==> src/rtl/regfile_arbiter.sv <==
// Round-robin arbiter/sequencer placing two requesters in front of
// an 8 x 16 register file; returns read data to the issuing master.
module regfile_arbiter #(
  parameter int ADDR_W = 3,
  parameter int DATA_W = 16
) (
  input  logic              CLK,
  input  logic              RST,
  input  logic              M0_Req,
  input  logic              M0_WrEn,
  input  logic [ADDR_W-1:0] M0_Addr,
  input  logic [DATA_W-1:0] M0_WrData,
  output logic              M0_Gnt,
  output logic              M0_RdValid,
  output logic [DATA_W-1:0] M0_RdData,
  input  logic              M1_Req,
  input  logic              M1_WrEn,
  input  logic [ADDR_W-1:0] M1_Addr,
  input  logic [DATA_W-1:0] M1_WrData,
  output logic              M1_Gnt,
  output logic              M1_RdValid,
  output logic [DATA_W-1:0] M1_RdData,
  output logic [ADDR_W-1:0] RF_Address,
  output logic              RF_WrEn,
  output logic              RF_RdEn,
  output logic [DATA_W-1:0] RF_WrData,
  input  logic [DATA_W-1:0] RF_RdData
);

  typedef enum logic [1:0] {
    IDLE,
    WRITE,
    READ,
    RD_DATA
  } state_t;

  state_t              state_q;
  logic                last_q;
  logic                owner_q;
  logic                gnt0_q;
  logic                gnt1_q;
  logic                rdv0_q;
  logic                rdv1_q;
  logic [DATA_W-1:0]   rd0_q;
  logic [DATA_W-1:0]   rd1_q;
  logic [ADDR_W-1:0]   addr_q;
  logic [DATA_W-1:0]   wdata_q;
  logic                wren_q;
  logic                rden_q;

  logic                any_req;
  logic                win_d;
  logic                wr_d;
  logic [ADDR_W-1:0]   addr_d;
  logic [DATA_W-1:0]   wdata_d;

  // On a tie the master that did not win last time goes first
  assign any_req = M0_Req | M1_Req;
  assign win_d   = (M0_Req & M1_Req) ? ~last_q : M1_Req;
  assign wr_d    = win_d ? M1_WrEn   : M0_WrEn;
  assign addr_d  = win_d ? M1_Addr   : M0_Addr;
  assign wdata_d = win_d ? M1_WrData : M0_WrData;

  always_ff @(posedge CLK or negedge RST) begin
    if (!RST) begin
      state_q <= IDLE;
      last_q  <= 1'b1;
      owner_q <= 1'b0;
      gnt0_q  <= 1'b0;
      gnt1_q  <= 1'b0;
      rdv0_q  <= 1'b0;
      rdv1_q  <= 1'b0;
      rd0_q   <= '0;
      rd1_q   <= '0;
      addr_q  <= '0;
      wdata_q <= '0;
      wren_q  <= 1'b0;
      rden_q  <= 1'b0;
    end else begin
      gnt0_q <= 1'b0;
      gnt1_q <= 1'b0;
      rdv0_q <= 1'b0;
      rdv1_q <= 1'b0;
      wren_q <= 1'b0;
      rden_q <= 1'b0;
      unique case (state_q)
        IDLE: begin
          if (any_req) begin
            last_q  <= win_d;
            owner_q <= win_d;
            addr_q  <= addr_d;
            wdata_q <= wdata_d;
            wren_q  <= wr_d;
            rden_q  <= ~wr_d;
            gnt0_q  <= ~win_d;
            gnt1_q  <= win_d;
            state_q <= wr_d ? WRITE : READ;
          end
        end
        WRITE: state_q <= IDLE;
        READ:  state_q <= RD_DATA;
        RD_DATA: begin
          if (owner_q) begin
            rd1_q  <= RF_RdData;
            rdv1_q <= 1'b1;
          end else begin
            rd0_q  <= RF_RdData;
            rdv0_q <= 1'b1;
          end
          state_q <= IDLE;
        end
        default: state_q <= IDLE;
      endcase
    end
  end

  assign M0_Gnt     = gnt0_q;
  assign M1_Gnt     = gnt1_q;
  assign M0_RdValid = rdv0_q;
  assign M1_RdValid = rdv1_q;
  assign M0_RdData  = rd0_q;
  assign M1_RdData  = rd1_q;
  assign RF_Address = addr_q;
  assign RF_WrData  = wdata_q;
  assign RF_WrEn    = wren_q;
  assign RF_RdEn    = rden_q;

endmodule
==> config.mk <==
export PLATFORM = sky130hd
export DESIGN_NAME = regfile_arbiter
export DESIGN_NICKNAME = d
export VERILOG_FILES = /design/src/rtl/regfile_arbiter.sv
export SDC_FILE = /design/constraint.sdc
export NUM_CORES = 1
export LEC_CHECK = 0
export CORE_ASPECT_RATIO = 0.8
export CORE_MARGIN = 5
export CORE_UTILIZATION = 44
export DETAILED_ROUTE_END_ITERATION = 10
export HOLD_SLACK_MARGIN = 0.06
export PLACE_DENSITY = 0.85
export SLEW_MARGIN = 20
export SYNTH_ARGS = -nofsm -noshare
export SYNTH_HDL_FRONTEND = slang
export SYNTH_SLANG_ARGS = --single-unit
==> constraint.sdc <==
create_clock -name CLK -period 3.2 [get_ports CLK]
set_input_delay 0.32 -clock CLK [delete_from_list [all_inputs] [get_ports CLK]]
set_output_delay 0.32 -clock CLK [all_outputs]
set_load 0.01 [all_outputs]
Word level (Yosys, flattened, before mapping)
Index checks and enable logic that the tools add are counted.

operators by class
  eq/ne operators = 4
  multiplexer cells = 19
  reductions and logical operators = 5
  bitwise gates (word level) = 6

operator list
  cell                count
  $mux 16             1
  $mux 1              14
  $pmux 2 s3          1
  $reduce_and 2->1    3
  $eq 2x2->1 const B  2
  $mux 2              2
  $not 1->1           4
  $mux 3              1
  $eq 2x1->1 const B  1
  $logic_not 2->1     1
  $ne 2x2->1 const B  1
  $reduce_or 2->1     1
  $and 1x1->1         1
  $or 1x1->1          1

storage, ports and cells
  output and inout bits = 57
  flip-flop bits (word level) = 61
  input bits = 60

Depth between registers and ports, before layout
  depth after elaboration = 6
  gate-level depth with buffers = 6
  gate-level depth less buffers = 3

Worst setup path before layout
Ideal clock, no wire load.

  kind = register -> register
  start point = reg state_q[0]
  end point = reg wdata_q[10] (netlist: RF_WrData[10])
  setup time = 0.126 ns
  arrival = 1.247 ns
  slack = 1.827 ns
  cell stages (with the launch flop) = 7
  path buffers = 3
  path through = dfrtp_1 buf_6 nor2_2 buf_6 o21ai_4 buf_6 a221o_1

between the ends
  longest elaborated chain between the ends = 2

RTL lines
  element                            line  source
  start: declaration                 37    state_t state_q;
  start signal: assignment           97    state_q <= wr_d ? WRITE : READ;
  $logic_not 2->1                    86    unique case (state_q)
  $reduce_and 2->1 (no source line)  n/a
  end signal: assignment             92    wdata_q <= wdata_d;
  end: declaration                   47    logic [DATA_W-1:0] wdata_q;

No other way between the ends.
A chain may end at the register's enable or synchronous reset.

Worst setup path after layout
  start point = reg state_q[0]
  end point = reg wdata_q[7] (netlist: RF_WrData[7])

Same word-level chain as after synthesis.

==> results by group <==
Status
  – Outcome: finished, final reports clean

Power and ir drop
  – Lkg Pwr: 0.001690 uW
  – P_int: 2562 uW
  – Final Power: 3698 uW
  – Net Switching: 1136 uW
  – Power density over the cells: 963.7 mW/mm^2
  – Logic pwr share: 45.1%
  – Net switching fraction of the power: 30.72%
  – Worst IR drop on VDD: 531.7 uV
  – Seq pwr share: 36.7%
  – Clk pwr share: 18.2%

Layout
  – Fill count: about 400
  – Area Growth Syn to Fin: 56.16%
  – Sequential cell area: 0.001528 sq mm
  – Diodes inserted: 0
  – Share of cells above drive strength 1: 20.42%
  – Multi-input gate area: 827.0 sq um
  – Cell area after layout: 0.003837 sq mm
  – Final nets: 344

Clock tree
  – Cts bufs inserted: 9
  – CTS sink count: 61
  – Root Buffer: clkbuf_8
  – H-tree Lvls: 3
  – Clock Path Buffers: 2
  – CTS tree: done
  – Post-CTS Hold Buffers: 1
  – Clock Latency Late Sink: 340 ps
  – Post_cts resized: 0
  – Clock slew at reported path FFs: 70 ps
  – Post-CTS setup buffers: 0

STA
  – Hold_ws: 503.3 ps
  – Final Hold Vio Count: 0
  – Final setup margin: 1102 ps
  – Slew Limit Fails: 0
  – Worst Tran Pin Value: 733.1 ps
  – Clock skew: 8.304 ps
  – Fmax: between 400 and 500 MHz
  – # setup viols final: 0
  – Slew margin rel.: 51.12%
  – Final period utilization: 65.56%
  – Period minus WS final: 2098 ps
  – Setup TNS: 0 ps
  – RSZ-0062 raised after global routing: no

Job
  – Max cap viols: 0

GRT
  – Largest net degree at the start of global routing: 36
  – Vias in the first global route: 1934
  – Gr usage total: a little under a fifth
  – GR Util met3: under 10%
  – Met1 Track Usage GR: about a quarter
  – Met2 GRT Util: 28.34%
  – Initial antenna violation count: 0
  – Grt total ovfl: 0
  – First-pass GRT wire length: just over 10000 microns
  – Gr busiest metal: met2

Worst setup path
  – Crit Path Category: register to register
  – Worst endpoint data arrival time: ~2400 ps
  – Crit path launch type: register
  – Cells along the critical path: nor2_2 > and3_1 > a221o_1
  – Slowest CP cell: and3_1
  – WP buf/inv: 0
  – Crit Path Max Fanout: 20
  – CP Data Required Time: 3480 ps
  – Worst Setup End Kind: register
  – Delay-heaviest family, CP: simple AND/OR/NAND/NOR gates
  – Max stage delay on crit path: between 700 and 800 ps

Floorplan
  – # rows: 24
  – Initial core utilization: 45.21%
  – Die height: between 70 and 80 microns
  – Core box area: 0.005435 sq mm
  – Die ar.: slightly above 0.007 sq mm
  – Die W: 93.56 microns
  – IO Pins: 117

Drt
  – Antenna-violating nets left: 0
  – Via density: 5.008
  – Vias post-DR: 1838
  – DR WL/cell: 17.35 microns
  – Drt total wl: between 6000 and 7000 microns
  – Drc violations: 0
  – Detailed Route Iter0 Violations: 50
  – Length of the first detailed-routing pass in iterations: 6

Synth
  – Number of synthesized flops with an enable pin: 0
  – Synth top area cells: dfrtp_1 61%, mux2_2 16%, a221o_1 6.9%
  – Seq cells post-synth: 61
  – Number of distinct library cells after synthesis: 23
  – Synthesized area: between 0.002 and 0.0025 sq mm
  – Top cells by count, synth: 60 x dfrtp_1, 36 x mux2_2, 18 x and3_1
  – Yosys top cell area share: 61.10%
  – Share of synthesized registers carrying an async set or reset: 100.0%
  – Seq/Total Area, Yosys: 62.17%
  – Syn Nets: 225
  – Syn Inst Count: 165
  – Largest area contributor in the netlist: dfrtp_1
  – Top_reg_cell synth: dfrtp_1
  – Post-Syn Area per Cell: 14.89 sq um
  – Count leader, synth: dfrtp_1
  – Synth warn: 0

Hold path
  – Hold Path Class: register to register

Placement
  – Post-DP HPWL: roughly 4600 microns
  – Routability cong.: 0.7859
  – Placed instance area: 0.003635 sq mm
  – DP Worst Slack: 1036 ps
  – # port buffers: 116
-- stage by stage --
| stage | utilization [%] | cells |
|---|---|---|
| 3_3_place_gp | 66.87 | 350 |
| 4_1_cts | 70.60 | 367 |
| 6_report | 70.60 | 367 |
| 3_5_place_dp | 66.87 | 350 |
| 2_1_floorplan | - | 165 |
| 5_1_grt | 70.60 | 367 |
-- cell families after synthesis --
kind of cell	share of synthesized area, %
multiplexers	16.50
AND/OR/NAND/NOR	7.485
flip-flops	62.17
buffers and inverters	4.175
AO/OA/AOI/OAI	9.674
-- flip-flops by register name (all words and copies together) (netlist names), 2 cells and up --
register    flops
RF_Address      3
state_q         2
M0_RdData      16
RF_WrData      16
M1_RdData      16
-- per-layer routing --
layer / vias up / part of all wire (%)
met5: - / 0
met2: 70 / 47
met4: 0 / 1.8
li1: 855 / -
met3: 13 / 7.5
met1: 900 / 44
-- placed cells by master, fill, tap and decap left out, types with 2 or more instances in the layout --
cell type / netlist / final
a21o_1: 2 / 2
a21oi_1: 3 / 3
a221o_1: 17 / 17
and3_1: 18 / 18
buf_4: 0 / 2
clkbuf_1: 1 / 2
clkbuf_8: 0 / 10
clkdlybuf4s50_1: 0 / 115
clkinv_2: 0 / 2
dfrtp_1: 60 / 60
inv_1: 3 / 3
mux2_2: 36 / 36
nand2b_1: 2 / 2
nor2_1: 2 / 2
-- power by group through the flow --
| stage | clock network [uW] | logic [uW] | registers [uW] |
|---|---|---|---|
| after detailed placement | 0 | 1680 | 1370 |
| after CTS | 693 | 1700 | 1360 |
| after global routing | 724 | 1790 | 1410 |
| after floorplan | 0 | 675 | 1510 |
| final | 671 | 1670 | 1360 |
| after global placement | 0 | 1660 | 1360 |
-- cell type report --
class,instances,share of cell area (%)
flip-flops and latches,61,39.81
repair buffers,119,30.78
multi-input cells,90,21.55
clock buffers,12,3.782
well taps,78,2.543
clock inverters,4,1.239
inverters,3,0.2934
-- worst paths after layout --
| check | startpoint | end | slack [ps] | depth (start not counted) |
|---|---|---|---|---|
| worst min-delay path | M1_RdData[13] | M1_RdData[13] | 500 | 1 |
| worst max register to register | state_q[0] | RF_WrData[7] | 1100 | 3 |
| max in group asynchronous | RST | M0_Gnt | 1800 | 3 |
| worst max-delay path | state_q[0] | RF_WrData[7] | 1100 | 3 |
| worst min register to register | M1_RdData[13] | M1_RdData[13] | 500 | 1 |
| min in group asynchronous | RST | M1_RdData[1] | 570 | 2 |
No activity file was read; power rests on OpenSTA's default activity.
